===== config.mk =====
export PLATFORM = sky130hd
export DESIGN_NAME = ofm_write_addr_controller
export DESIGN_NICKNAME = d
export VERILOG_FILES = /design/src/rtl/ofm_write_addr_controller_pkg.sv /design/src/rtl/ofm_write_addr_controller_tile_position.sv /design/src/rtl/ofm_write_addr_controller.sv
export SDC_FILE = /design/constraint.sdc
export NUM_CORES = 1
export LEC_CHECK = 0
export ABC_AREA = 1
export CORE_MARGIN = 8
export CORE_UTILIZATION = 25
export DETAILED_ROUTE_END_ITERATION = 7
export DONT_BUFFER_PORTS = 1
export GPL_TIMING_DRIVEN = 0
export SYNTH_ARGS = -nofsm -noshare
export SYNTH_HDL_FRONTEND = slang
export SYNTH_SLANG_ARGS = --single-unit

===== constraint.sdc =====
create_clock -name clk -period 9.3 [get_ports clk]
set_clock_uncertainty 0.05 [all_clocks]
set_input_delay 2.79 -clock clk [delete_from_list [all_inputs] [get_ports clk]]
set_output_delay 2.79 -clock clk [all_outputs]
set_load 0.005 [all_outputs]

===== src/rtl/ofm_write_addr_controller_pkg.sv =====
// Shared definitions for the OFM write/read address controllers:
// tile geometry, RAM address width, FSM state encodings and the latched
// layer configuration payload.
package ofm_write_addr_controller_pkg;

  localparam int unsigned SYSTOLIC_SIZE = 16;
  localparam int unsigned OFM_RAM_SIZE  = 2378675;
  localparam int unsigned AW            = $clog2(OFM_RAM_SIZE);
  localparam int unsigned SIZE_W        = 9;   // ofm height/width
  localparam int unsigned CH_W          = 11;  // output channel count
  localparam int unsigned CNT_W         = 5;   // per-tile pixel/filter count (0..16)

  localparam logic [1:0] ST_IDLE        = 2'd0;
  localparam logic [1:0] ST_WRITE       = 2'd1;
  localparam logic [1:0] ST_NEXT_TILING = 2'd2;

  typedef struct packed {
    logic [AW-1:0]     layer_base;
    logic [SIZE_W-1:0] ofm_size;
    logic [CH_W-1:0]   ofm_channel;
  } layer_cfg_t;

  // Clamp a remaining count to one tile's worth.
  function automatic logic [CNT_W-1:0] min_tile(input logic [CH_W-1:0] remain);
    if (remain >= CH_W'(SYSTOLIC_SIZE)) return CNT_W'(SYSTOLIC_SIZE);
    return CNT_W'(remain);
  endfunction

endpackage


===== src/rtl/ofm_write_addr_controller_tile_position.sv =====
// ofm_tile_position: layer configuration latch plus the tile walk counters
// (row inside a column strip, column strip, channel group).
// Ports:
//   load             - capture layer config, zero the tile position
//   advance          - step to the next tile (one cycle, end of tile)
//   start_write_addr, ofm_size, ofm_channel - layer config inputs
//   plane            - ofm_size*ofm_size of the latched layer
//   tile_base_c      - first address of the current tile
//   write_ofm_size_c - valid pixels per row segment of the current tile
//   num_filter_c     - valid filters of the current tile
//   last_tile_c      - current tile is the last one of the layer
import ofm_write_addr_controller_pkg::*;

module ofm_tile_position (
  input  logic              clk,
  input  logic              rst_n,
  input  logic              load,
  input  logic              advance,
  input  logic [AW-1:0]     start_write_addr,
  input  logic [SIZE_W-1:0] ofm_size,
  input  logic [CH_W-1:0]   ofm_channel,
  output logic [AW-1:0]     plane,
  output logic [AW-1:0]     tile_base_c,
  output logic [CNT_W-1:0]  write_ofm_size_c,
  output logic [CNT_W-1:0]  num_filter_c,
  output logic              last_tile_c
);

  layer_cfg_t        cfg;
  logic [SIZE_W-1:0] row;
  logic [SIZE_W-1:0] col_base;
  logic [CH_W-1:0]   ch_base;

  logic [SIZE_W-1:0] col_rem;
  logic [CH_W-1:0]   ch_rem;
  logic              last_row;
  logic              last_strip;
  logic              last_group;

  // Tile sizes, wrap conditions and tile base address.
  always_comb begin
    col_rem          = cfg.ofm_size - col_base;
    ch_rem           = cfg.ofm_channel - ch_base;
    write_ofm_size_c = min_tile(CH_W'(col_rem));
    num_filter_c     = min_tile(ch_rem);
    last_row         = (row == cfg.ofm_size - SIZE_W'(1));
    last_strip       = ((col_base + SIZE_W'(write_ofm_size_c)) == cfg.ofm_size);
    last_group       = ((ch_base + CH_W'(num_filter_c)) == cfg.ofm_channel);
    last_tile_c      = last_row && last_strip && last_group;
    tile_base_c      = cfg.layer_base + AW'(ch_base) * plane
                     + AW'(row) * AW'(cfg.ofm_size) + AW'(col_base);
  end

  // Config latch and row -> strip -> channel-group walk.
  always_ff @(posedge clk or negedge rst_n) begin
    if (!rst_n) begin
      cfg      <= '0;
      plane    <= '0;
      row      <= '0;
      col_base <= '0;
      ch_base  <= '0;
    end else if (load) begin
      cfg.layer_base  <= start_write_addr;
      cfg.ofm_size    <= ofm_size;
      cfg.ofm_channel <= ofm_channel;
      plane           <= AW'(ofm_size) * AW'(ofm_size);
      row             <= '0;
      col_base        <= '0;
      ch_base         <= '0;
    end else if (advance) begin
      if (!last_row) begin
        row <= row + SIZE_W'(1);
      end else begin
        row <= '0;
        if (!last_strip) begin
          col_base <= col_base + SIZE_W'(SYSTOLIC_SIZE);
        end else begin
          col_base <= '0;
          // Last group wraps back to the layer start.
          ch_base  <= last_group ? '0 : ch_base + CH_W'(SYSTOLIC_SIZE);
        end
      end
    end
  end

endmodule


===== src/rtl/ofm_write_addr_controller.sv =====
// OFM RAM write address generator. Each write pulse turns the current tile
// into a filter-major stream of one address per cycle in channel-planar
// layout, then steps the tile position and reports layer completion.
// Ports:
//   start / start_write_addr / ofm_size / ofm_channel - layer setup (IDLE only)
//   write          - tile ready from the systolic output buffer (IDLE only)
//   stall          - hold address, suppress write_en for a cycle
//   ofm_addr, write_en             - RAM write port
//   write_ofm_size, num_filter     - geometry of the tile being written
//   busy           - tile in progress (WRITE or NEXT_TILING)
//   done           - last tile of the layer finished (NEXT_TILING cycle)
import ofm_write_addr_controller_pkg::*;

module ofm_write_addr_controller (
  input  logic              clk,
  input  logic              rst_n,
  input  logic              start,
  input  logic [AW-1:0]     start_write_addr,
  input  logic              write,
  input  logic              stall,
  input  logic [SIZE_W-1:0] ofm_size,
  input  logic [CH_W-1:0]   ofm_channel,
  output logic [AW-1:0]     ofm_addr,
  output logic              write_en,
  output logic [CNT_W-1:0]  write_ofm_size,
  output logic [CNT_W-1:0]  num_filter,
  output logic              busy,
  output logic              done
);

  logic [1:0]       state, state_nxt;
  logic [AW-1:0]    ofm_addr_nxt;
  logic [AW-1:0]    row_addr, row_addr_nxt;  // address of pixel 0 of current filter
  logic [CNT_W-1:0] f_cnt, f_nxt;
  logic [CNT_W-1:0] p_cnt, p_nxt;
  logic [CNT_W-1:0] wos_nxt, nf_nxt;
  logic             write_en_nxt, busy_nxt, done_nxt;

  logic             load_c, advance_c, last_word_c, last_pix_c;
  logic [AW-1:0]    plane, tile_base_c;
  logic [CNT_W-1:0] write_ofm_size_c, num_filter_c;
  logic             last_tile_c;

  assign load_c      = start && (state == ST_IDLE);
  assign advance_c   = (state == ST_NEXT_TILING);
  assign last_pix_c  = (p_cnt == write_ofm_size - CNT_W'(1));
  assign last_word_c = last_pix_c && (f_cnt == num_filter - CNT_W'(1));

  ofm_tile_position u_tile_position (
    .clk              (clk),
    .rst_n            (rst_n),
    .load             (load_c),
    .advance          (advance_c),
    .start_write_addr (start_write_addr),
    .ofm_size         (ofm_size),
    .ofm_channel      (ofm_channel),
    .plane            (plane),
    .tile_base_c      (tile_base_c),
    .write_ofm_size_c (write_ofm_size_c),
    .num_filter_c     (num_filter_c),
    .last_tile_c      (last_tile_c)
  );

  // State and registered outputs.
  always_ff @(posedge clk or negedge rst_n) begin
    if (!rst_n) begin
      state          <= ST_IDLE;
      ofm_addr       <= '0;
      row_addr       <= '0;
      write_en       <= 1'b0;
      f_cnt          <= '0;
      p_cnt          <= '0;
      write_ofm_size <= '0;
      num_filter     <= '0;
      busy           <= 1'b0;
      done           <= 1'b0;
    end else begin
      state          <= state_nxt;
      ofm_addr       <= ofm_addr_nxt;
      row_addr       <= row_addr_nxt;
      write_en       <= write_en_nxt;
      f_cnt          <= f_nxt;
      p_cnt          <= p_nxt;
      write_ofm_size <= wos_nxt;
      num_filter     <= nf_nxt;
      busy           <= busy_nxt;
      done           <= done_nxt;
    end
  end

  // Next state and in-tile address stepping.
  always_comb begin
    state_nxt    = state;
    ofm_addr_nxt = ofm_addr;
    row_addr_nxt = row_addr;
    write_en_nxt = write_en;
    f_nxt        = f_cnt;
    p_nxt        = p_cnt;
    wos_nxt      = write_ofm_size;
    nf_nxt       = num_filter;
    busy_nxt     = busy;
    done_nxt     = done;

    case (state)
      ST_IDLE: begin
        write_en_nxt = 1'b0;
        busy_nxt     = 1'b0;
        done_nxt     = 1'b0;
        // start takes priority; the tile geometry is frozen on entry.
        if (!start && write) begin
          state_nxt    = ST_WRITE;
          ofm_addr_nxt = tile_base_c;
          row_addr_nxt = tile_base_c;
          wos_nxt      = write_ofm_size_c;
          nf_nxt       = num_filter_c;
          f_nxt        = '0;
          p_nxt        = '0;
          write_en_nxt = 1'b1;
          busy_nxt     = 1'b1;
        end
      end

      ST_WRITE: begin
        if (write_en) begin
          if (last_word_c) begin
            state_nxt    = ST_NEXT_TILING;
            write_en_nxt = 1'b0;
            done_nxt     = last_tile_c;
          end else begin
            write_en_nxt = !stall;
            if (last_pix_c) begin
              // Jump straight to the next filter plane, no bubble.
              p_nxt        = '0;
              f_nxt        = f_cnt + CNT_W'(1);
              row_addr_nxt = row_addr + plane;
              ofm_addr_nxt = row_addr + plane;
            end else begin
              p_nxt        = p_cnt + CNT_W'(1);
              ofm_addr_nxt = ofm_addr + AW'(1);
            end
          end
        end else begin
          // Stalled cycle: address already points at the pending word.
          write_en_nxt = !stall;
        end
      end

      ST_NEXT_TILING: begin
        state_nxt    = ST_IDLE;
        write_en_nxt = 1'b0;
        busy_nxt     = 1'b0;
        done_nxt     = 1'b0;
      end

      default: begin
        state_nxt    = ST_IDLE;
        write_en_nxt = 1'b0;
        busy_nxt     = 1'b0;
        done_nxt     = 1'b0;
      end
    endcase
  end

endmodule


==> results of run 1 <==
cell usage after synthesis, types with 4 or more instances:
cell      number  share of area (%)
nor2_2         6               0.20
nand2_2        5               0.16
a21o_1         8               0.31
buf_1         11               0.22
nor3_1        19               0.50
nor2_4         5               0.29
ha_1         169                 11
inv_1        544                 11
inv_2         10               0.20
nand2_1      565                 11
nand3_2        4               0.21
clkbuf_2       9               0.23
dfrtp_1      148                 19
xor2_1        65                3.0
o22ai_1        6               0.20
a21oi_1       83                2.2
o211ai_1       4               0.16
xnor2_1       51                2.3
o21ai_0      110                2.9
clkbuf_1      53                1.0
buf_2         13               0.34
nand3_1       80                2.1
o21ai_1        6               0.16
a31oi_1       40                1.3
nor2_1       157                3.1
o21bai_1       4               0.16
nand4_1       17               0.55
fa_1         229                 24
nor4_1         6               0.20
or2_2         10               0.33
registers in the layout, summed over array words and instances, names as in the netlist:
signal / cells
u_tile_position.ch_base: 7
u_tile_position.col_base: 5
write_en: 1
state: 2
u_tile_position.row: 9
u_tile_position.plane: 16
row_addr: 22
busy: 1
ofm_addr: 22
p_cnt: 5
f_cnt: 5
done: 1
u_tile_position.cfg: 42
num_filter: 5
write_ofm_size: 5
power by group through the flow:
stage	registers (W)	clock network, W	logic, W
after floorplan	0.000818	0	0.00100
after global placement	0.000854	0	0.00128
after detailed placement	0.000854	0	0.00130
after CTS	0.000843	0.000802	0.00131
after global routing	0.000854	0.000821	0.00150
final	0.000843	0.000782	0.00131
final cells by class:
cell class / instances / area, um2 / area share (%)
Clock inverter: 12 / 193 / 0.904
Tap cell: 1030 / 1290 / 6.05
Clock buffer: 20 / 447 / 2.10
Buffer: 86 / 350 / 1.64
Sequential cell: 148 / 3700 / 17.4
Inverter: 556 / 2090 / 9.80
Multi-Input combinational cell: 1737 / 13200 / 62.1
layer usage:
| layer | GRT usage (%) | vias to the layer above |
|---|---|---|
| met5 | 0 | - |
| met4 | 3.84 | 2 |
| met2 | 22.7 | 398 |
| li1 | - | 7613 |
| met1 | 17.3 | 7671 |
| met3 | 1.83 | 62 |
through the flow:
| step | std cells | total power (W) | setup slack, ns |
|---|---|---|---|
| final | 3589 | 0.00293 | 1.16 |
| after global routing | 3589 | 0.00317 | 0.786 |
| after CTS | 3589 | 0.00295 | 1.16 |
| after detailed placement | 3557 | 0.00215 | 1.18 |
| after global placement | 3557 | 0.00214 | 1.30 |
| after floorplan | 2527 | 0.00182 | 2.39 |
layout by cell type (no fill, tap or decap), drive strengths merged, types with 2 or more instances in the layout:
master and n:
a211oi 2, a21o 8, o21a 3, clkinv 3, nand2 571, or2 11
nor2 168, nand3 87, nor4 6, o21ai 117, a21oi 83, o2111ai 2
o211ai 4, dfrtp 148, clkinvlp 2, xnor2 51, o31ai 2, a31oi 40
clkbuf 82, and3 2, o22ai 6, fa 229, bufinv 4, conb 54
nand4 18, nor3b 2, buf 24, nor3 21, o21bai 4, ha 169
inv 559, xor2 67
kinds of logic after synthesis:
group / after synthesis
AO/OA/AOI/OAI: 278
other: 2
AND/OR/NAND/NOR: 889
XOR/XNOR: 118
flip-flops: 148
buffers and inverters: 642
adder cells (fa/ha/maj): 398
final timing paths:
check | startpoint | endpoint | slack (ns) | depth (start not counted)
min in group asynchronous | rst_n | busy$_DFFE_PN0N_ | 1.96 | 0
max in group asynchronous | rst_n | u_tile_position.cfg[7]$_DFFE_PN0P_ | 6.95 | 0
setup reg to reg | u_tile_position.ch_base[5]$_DFFE_PN0P_ | ofm_addr[21]$_DFFE_PN0P_ | 1.16 | 25
setup / recovery | u_tile_position.ch_base[5]$_DFFE_PN0P_ | ofm_addr[21]$_DFFE_PN0P_ | 1.16 | 25
hold reg to reg | u_tile_position.cfg[39]$_DFFE_PN0P_ | u_tile_position.cfg[39]$_DFFE_PN0P_ | 0.44 | 2
hold / removal | u_tile_position.cfg[39]$_DFFE_PN0P_ | u_tile_position.cfg[39]$_DFFE_PN0P_ | 0.44 | 2
critical path, cell delays in order, from the launching register on:
cell      delay, ns
dfrtp_1        0.43
clkbuf_1       0.60
clkbuf_1       0.54
nand2_1        0.16
fa_1           0.56
inv_1          0.06
fa_1           0.57
fa_1           0.45
fa_1           0.52
fa_1           0.52
fa_1           0.54
inv_1          0.05
fa_1           0.57
inv_1          0.05
ha_1           0.40
nand2_1        0.10
nor2_1         0.14
nand2_1        0.06
o21ai_0        0.49
a21oi_1        0.23
o221ai_1       0.37
a21oi_1        0.11
o21ai_0        0.21
nand2_1        0.10
nand2_1        0.07
nand2_1        0.05
==> summary.txt, run 1 <==
Placed design
  • Cell Area, Placed: 0.0207 mm2
  • Port bufs: 0
  • Global placer's final weighted congestion: 0.938
  • Detailed placement HPWL: 46.4 mm

Critical path
  • CP required: 9.63 ns
  • Worst EP arrival: 8.47 ns
  • Crit start category: register
  • Critical path type: reg2reg
  • CP max FO: 10
  • Crit. End Element: register

STA
  • Slew @ Worst Pin: 1.04 ns
  • Final period utilization: 87.5%
  • Final hold viol count: 0
  • Max Freq: 123 MHz
  • Slew Limit Fails: 0
  • Final setup TNS: 0 ns
  • Final setup fails: 0
  • Minimum clock period: 8.14 ns
  • Unrepaired setup endpoints after global routing: no
  • Worst hold slack: 0.440 ns
  • Rel. slew slack: 30.7%

Floorplan
  • Die area: 0.0859 mm2
  • Rows: 101
  • Starting Density: 25.3%
  • Num ports: 82
  • Die width: 293 um
  • Chip height: 293 um
  • Core area: 0.0759 mm2

Finish
  • ANT cells: 0
  • Area Overhead vs Synth: 11.1%
  • Fillcell total: 8240
  • Fin util: 28.1%
  • Nets: 2991
  • Final Cell Area: 0.0213 mm2
  • Share of cells above drive strength 1: 4.03%

Global route
  • Initial antenna violation count: 2
  • Global-route wire length before repair: 89.5 mm
  • Global Route Usage Sum: 13.3%
  • Largest net degree at the start of global routing: 149
  • Vias in the first global route: 15900
  • Congestion Overflow GR: 0

Synthesis
  • Multiplexer share of the synthesized area: 0%
  • Synth Area in Compound Gates: 8.04%
  • Synth Flop Type: dfrtp_1
  • Mapped Cells: 2475
  • Largest family of logic cells by synthesized area: adder cells
  • Synthesized flop and latch total: 148
  • Fraction of registers with async set/reset: 100%
  • Synth Warn #: 0
  • Post-Synth Simple-Gate Area: 19.5%
  • Post-synth EDFFs: 0
  • Netlist Area Pre-Place: 0.0192 mm2
  • Syn avg cell area: 7.75 um2
  • Post-synth cell types: 56
  • Adder-cell share of the synthesized area: 34.9%
  • XOR/XNOR Fraction of Synth Area: 5.47%
  • Sequential element share of the synthesized area: 19.3%

Drt
  • Pre-antenna DRT Iters: 5
  • Wire length on met1: 24.6 mm
  • Vias post-DR: 15700
  • Starting DRT DRC Count: 1119
  • DR WL/cell: 15.5 um
  • Residual DRC: 0
  • Routed length on met2: 27.1 mm
  • Antenna viol nets, final: 0
  • Met3 Wirelength: 2.80 mm
  • Vias/cell: 4.39
  • Drt total wl: 55.7 mm
  • Highest metal used: met5

Power
  • Pwr/cell area: 138 mW/mm2
  • Switching power: 0.00123 W
  • Internal power: 0.00170 W
  • Peak supply drop: 0.000164 V
  • Leak: 11.7 nW
  • Sw Share: 42.0%
  • Clock power frac: 26.7%
  • Logic pwr share: 44.6%
  • Flop pwr share: 28.8%

Run status
  • Outcome: completed

Clock network
  • Max Root-Sink Buffers: 2
  • Hold-fix buffers, CTS: 0
  • Sink Count: 148
  • Setup bufs post-CTS: 0
  • Worst-path clk slew: 0.07 ns
  • Number of buffers created by CTS: 17
  • Clock latency on the worst-skew pair: 0.49 ns
  • Root buffer cell: clkbuf_16
  • Cts repair resizes: 0
  • TritonCTS clock tree: built
  • CTS HTree Levels: 4

Min path
  • HP Class: reg2reg

Job
  • Number of max-cap violations: 0
Note: power is estimated with default switching activity, not from simulation.
==> inputs of run 2 (changes only) <==
- GPL_TIMING_DRIVEN: 0 -> default
- REMOVE_ABC_BUFFERS: default -> 1
==> summary.txt, run 2 (synthesis gave the netlist of run 1 again) <==
Run status
  • Outcome: completed

Critical path
  • CP required: 9.55 ns
  • Crit. End Element: register
  • Worst EP arrival: 7.27 ns
  • Crit start category: register
  • Launch point of the worst path: u_tile_position.cfg[11]$_DFFE_PN0P_
  • R2r worst-path depth: 25
  • CP max FO: 19
  • Reg-to-Reg End: row_addr[16]$_DFFE_PN0P_
  • FF-to-FF setup slack: 2.28 ns
  • Critical path type: reg2reg
  • Reg2reg start: u_tile_position.cfg[11]$_DFFE_PN0P_

STA
  • Slew @ Worst Pin: 1.02 ns
  • Max Freq: 142 MHz
  • Final hold viol count: 0
  • Worst hold slack: 0.446 ns
  • Final setup TNS: 0 ns
  • Slew Limit Fails: 0
  • Final setup fails: 0
  • Minimum clock period: 7.02 ns
  • Rel. slew slack: 31.7%
  • Final period utilization: 75.5%
  • Unrepaired setup endpoints after global routing: no

Clock network
  • Cts repair resizes: 0
  • Number of buffers created by CTS: 17
  • Setup bufs post-CTS: 0
  • Sink Count: 148
  • TritonCTS clock tree: built
  • Root buffer cell: clkbuf_16
  • Hold-fix buffers, CTS: 0
  • CTS HTree Levels: 4
  • Max Root-Sink Buffers: 2
  • Clock latency on the worst-skew pair: 0.47 ns
  • Worst-path clk slew: 0.07 ns

Drt
  • Vias/cell: 4.33
  • Residual DRC: 0
  • Vias post-DR: 15200
  • Pre-antenna DRT Iters: 5
  • DR WL/cell: 14.8 um
  • Drt total wl: 52.0 mm
  • Antenna viol nets, final: 0
  • Starting DRT DRC Count: 1079

Min path
  • Hold Startpoint: row_addr[4]$_DFFE_PN0P_
  • Hold depth: 2
  • HP Class: reg2reg
  • WHS Endpoint: row_addr[4]$_DFFE_PN0P_

Floorplan
  • Num ports: 82
  • Die width: 293 um
  • Die area: 0.0859 mm2
  • Chip height: 293 um
  • Core area: 0.0759 mm2
  • Rows: 101
  • Starting Density: 25.3%

Finish
  • Final std cells w/o fill: 3510
  • Largest regs: u_tile_position.cfg (42), ofm_addr (22), row_addr (22)
  • Commonest non-fill, non-tap cell in the layout: nand2_1
  • Nets: 2911
  • Fillcell total: 8210
  • Area Overhead vs Synth: 9.24%
  • Max reg flops: 42
  • Most frequent cells in the layout: nand2_1, inv_1, fa_1, ha_1, nor2_1
  • Register name with the most flops: u_tile_position.cfg
  • Share of cells above drive strength 1: 3.71%

Power
  • Switching power: 0.00120 W
  • Flop pwr share: 30.3%
  • Peak supply drop: 0.000113 V
  • Clock power frac: 25.7%
  • Internal power: 0.00162 W
  • Logic pwr share: 44.1%
  • Sw Share: 42.5%
  • Leak: 11.5 nW
  • Pwr/cell area: 134 mW/mm2

Global route
  • Global-route wire length before repair: 83.0 mm
  • Initial antenna violation count: 5
  • Vias in the first global route: 15000
  • Congestion Overflow GR: 0
  • Largest net degree at the start of global routing: 149
  • Global Route Usage Sum: 12.3%

Placed design
  • Global placer's final weighted congestion: 0.861
  • Port bufs: 0
  • Detailed placement HPWL: 42.0 mm
  • Cell count after placement: 3477

Job
  • Number of max-cap violations: 0
-- run 2: cell count changes in the layout (fill, tap and decap cells not counted), sizes merged --
cell      before  now
diode          0    1
clkinv         3    5
buf           24    6
bufinv         4    1
inv          559  558
clkinvlp       2    4
clkbuf        82   20
-- run 2: worst max-delay path by stage --
stage,slack (ns),to,cells past startpoint
2_1_floorplan,2.58,u_tile_position.plane[16]$_DFFE_PN0P_,18
3_3_place_gp,2.38,u_tile_position.plane[15]$_DFFE_PN0P_,19
3_5_place_dp,2.30,row_addr[19]$_DFFE_PN0P_,25
4_1_cts,2.27,row_addr[16]$_DFFE_PN0P_,25
5_1_grt,1.62,ofm_addr[19]$_DFFE_PN0P_,25
6_report,2.28,row_addr[16]$_DFFE_PN0P_,25
-- run 2: final cells by class --
class | instances | area (um2) | share of cell area [%]
Clock buffer | 20 | 467 | 2.23
Inverter | 556 | 2090 | 9.96
Tap cell | 1030 | 1290 | 6.15
Multi-Input combinational cell | 1737 | 13200 | 63.2
Sequential cell | 148 | 3700 | 17.7
Antenna cell | 1 | 2.50 | 0.0119
Clock inverter | 12 | 120 | 0.573
Timing Repair Buffer | 6 | 45.0 | 0.215
-- run 2: worst max-delay path: stages (launching register included) --
cell and delay, ns:
dfrtp_1 0.86, nand2_1 0.10, inv_1 0.10, fa_1 0.43, fa_1 0.52, inv_1 0.05, fa_1 0.46, fa_1 0.51
inv_1 0.05, fa_1 0.46, fa_1 0.54, inv_1 0.05, fa_1 0.52, inv_1 0.04, ha_1 0.33, nand3_1 0.09
nand2_1 0.11, a21oi_1 0.11, o21ai_0 0.42, a31oi_1 0.22, o21ai_0 0.34, nand2_1 0.08, nand2_1 0.08, a21oi_1 0.06
o21ai_0 0.13, a31oi_1 0.11
-- run 2: stage by stage --
stage / util [%] / area (um2) / power, W / setup slack (ns)
after floorplan: - / 19000 / 0.00181 / 2.58
after global placement: 26.8 / 20400 / 0.00209 / 2.38
after detailed placement: 26.8 / 20400 / 0.00210 / 2.30
after CTS: 27.6 / 21000 / 0.00284 / 2.27
after global routing: 27.6 / 21000 / 0.00306 / 1.62
final: 27.6 / 21000 / 0.00282 / 2.28
-- run 2: power by group through the flow --
stage	combinational [W]	clock, W	sequential (W)
after floorplan	0.000997	0	0.000818
after global placement	0.00122	0	0.000867
after detailed placement	0.00123	0	0.000868
after CTS	0.00124	0.000743	0.000857
after global routing	0.00144	0.000765	0.000865
final	0.00124	0.000723	0.000853
-- run 2: metal layers --
metal  global-route usage [%]  up-vias  wire [um]
li1                         -     7451          -
met3                     2.85       55       3290
met1                     16.1     7348      23400
met4                     3.13        6        858
met5                        0        -         41
met2                     20.3      351      24400
==> inputs of run 3 (changes only) <==
- clock period: 9.3 -> 7.2 ns (I/O delays scaled with it)
==> summary.txt, run 3 (synthesis gave the netlist of run 1 again) <==
Run status
  • Outcome: completed

Clock network
  • Worst-path clk slew: 0.08 ns
  • Root buffer cell: clkbuf_16
  • Clock latency on the worst-skew pair: 0.50 ns
  • CTS HTree Levels: 4
  • Setup bufs post-CTS: 0
  • Sink Count: 148
  • Hold-fix buffers, CTS: 0
  • Max Root-Sink Buffers: 2
  • Number of buffers created by CTS: 17
  • TritonCTS clock tree: built

Placed design
  • Port bufs: 0
  • Pre-CTS WS: 0.345 ns
  • Detailed placement HPWL: 42.4 mm
  • Cell count after placement: 3493
  • Global placer's final weighted congestion: 0.882

Finish
  • Largest regs: u_tile_position.cfg (42), ofm_addr (22), row_addr (22)
  • Nets: 2927
  • Multi-input gate area: 0.0132 mm2
  • Most frequent cells in the layout: nand2_1, inv_1, fa_1, ha_1, nor2_1
  • Max reg flops: 42
  • Fillcell total: 8209
  • Share of cells above drive strength 1: 4.37%
  • Commonest non-fill, non-tap cell in the layout: nand2_1
  • Area Overhead vs Synth: 9.86%
  • Sequential Area: 0.00370 mm2
  • Final std cells w/o fill: 3526
  • Register name with the most flops: u_tile_position.cfg

Min path
  • Hold depth: 2
  • HP Class: reg2reg
  • Hold Startpoint: u_tile_position.cfg[38]$_DFFE_PN0P_
  • WHS Endpoint: u_tile_position.cfg[38]$_DFFE_PN0P_

STA
  • Final setup TNS: 0 ns
  • Max Freq: 151 MHz
  • Slew Limit Fails: 0
  • Final hold viol count: 0
  • Final period utilization: 92.2%
  • Rel. slew slack: 53.1%
  • Worst setup margin: 0.560 ns
  • Final setup fails: 0
  • Unrepaired setup endpoints after global routing: no
  • Minimum clock period: 6.64 ns
  • Slew @ Worst Pin: 0.700 ns

Critical path
  • CP required: 7.52 ns
  • Critical path type: reg2reg
  • Reg2reg start: u_tile_position.cfg[11]$_DFFE_PN0P_
  • Reg-to-Reg End: row_addr[19]$_DFFE_PN0P_
  • Worst path max stage delay: 0.58 ns
  • Crit start category: register
  • Crit. End Element: register
  • FF-to-FF setup slack: 0.56 ns
  • Slowest cell on the critical path: dfrtp_1
  • Worst EP arrival: 6.96 ns
  • R2r worst-path depth: 28
  • Most frequent CP cell: fa_1
  • CP max FO: 11

Global route
  • Global-route wire length before repair: 83.5 mm
  • Vias in the first global route: 14900
  • Initial antenna violation count: 6
  • Largest net degree at the start of global routing: 149
  • Global Route Usage Sum: 12.4%
  • Congestion Overflow GR: 0

Floorplan
  • Chip height: 293 um
  • Die width: 293 um
  • Core area: 0.0759 mm2
  • Die area: 0.0859 mm2
  • Starting Density: 25.3%
  • Rows: 101
  • Num ports: 82

Drt
  • Pre-antenna DRT Iters: 5
  • Residual DRC: 0
  • DR WL/cell: 14.7 um
  • Antenna viol nets, final: 0
  • Vias post-DR: 15300
  • Vias/cell: 4.33
  • Starting DRT DRC Count: 959
  • Drt total wl: 51.8 mm

Job
  • Number of max-cap violations: 0

Power
  • Pwr/cell area: 172 mW/mm2
  • Leak: 11.6 nW
  • Pwr Total: 0.00363 W
  • Peak supply drop: 0.000172 V
## run 3: cell count changes in the layout (fill, tap and decap cells not counted), sizes merged
cell / previous run / this run
inv: 558 / 564
buf: 6 / 22
clkbuf: 20 / 17
clkinvlp: 4 / 2
bufinv: 1 / 0
## run 3: how the worst max path moves through the flow
stage,cells after the start,end,from
detailed placement,27,ofm_addr[19]$_DFFE_PN0P_,u_tile_position.cfg[13]$_DFFE_PN0P_
global placement,27,ofm_addr[19]$_DFFE_PN0P_,u_tile_position.cfg[13]$_DFFE_PN0P_
CTS,27,row_addr[19]$_DFFE_PN0P_,u_tile_position.cfg[13]$_DFFE_PN0P_
finish,28,row_addr[19]$_DFFE_PN0P_,u_tile_position.cfg[11]$_DFFE_PN0P_
global route,27,ofm_addr[20]$_DFFE_PN0P_,u_tile_position.row[4]$_DFFE_PN0P_
floorplan,27,ofm_addr[19]$_DFFE_PN0P_,u_tile_position.ch_base[5]$_DFFE_PN0P_
## run 3: cell type report
cell class,instances,share of cell area [%]
multi-input combinational,1737,62.8
sequential,148,17.6
inverter,556,9.90
tap,1030,6.11
clock buffer,17,2.02
timing repair buffer,22,0.784
clock inverter,15,0.754
antenna,1,0.0119
## run 3: through the flow
stage	utilization (%)	hold slack [ns]	cell area, um2
final	27.7	0.442	21100
after global routing	27.7	0.476	21100
after CTS	27.7	0.445	21100
after detailed placement	27.0	0.423	20500
after global placement	27.0	0.422	20500
after floorplan	-	0.398	19000
## run 3: report_power, final
| part | total, W | switching, W | internal (W) |
|---|---|---|---|
| Sequential | 0.00109 | 0.000154 | 0.000940 |
| Clock | 0.000920 | 0.000459 | 0.000462 |
| Combinational | 0.00162 | 0.000966 | 0.000651 |
| Total | 0.00363 | 0.00158 | 0.00205 |
## run 3: what timing repair did
action	CTS	global route
hold endpoints to repair	0	0
setup endpoints to repair	0	8
gates resized for setup	0	3
## run 3: critical path, delay by kind of cell (launching register included)
kind | cells | cell delay (ns)
DFF | 1 | 0.58
adders and majority gates | 8 | 3.78
and+or+nand+nor | 8 | 0.69
buffers and inverters | 6 | 0.53
AOI/OAI and AO/OA | 6 | 0.91
## run 3: layer usage
| metal | global-route usage (%) | up-vias | wire, um |
|---|---|---|---|
| met1 | 16.2 | 7390 | 23400 |
| met4 | 3.14 | 8 | 835 |
| li1 | - | 7496 | - |
| met3 | 2.84 | 58 | 2960 |
| met2 | 20.5 | 309 | 24600 |
| met5 | 0 | - | 51 |
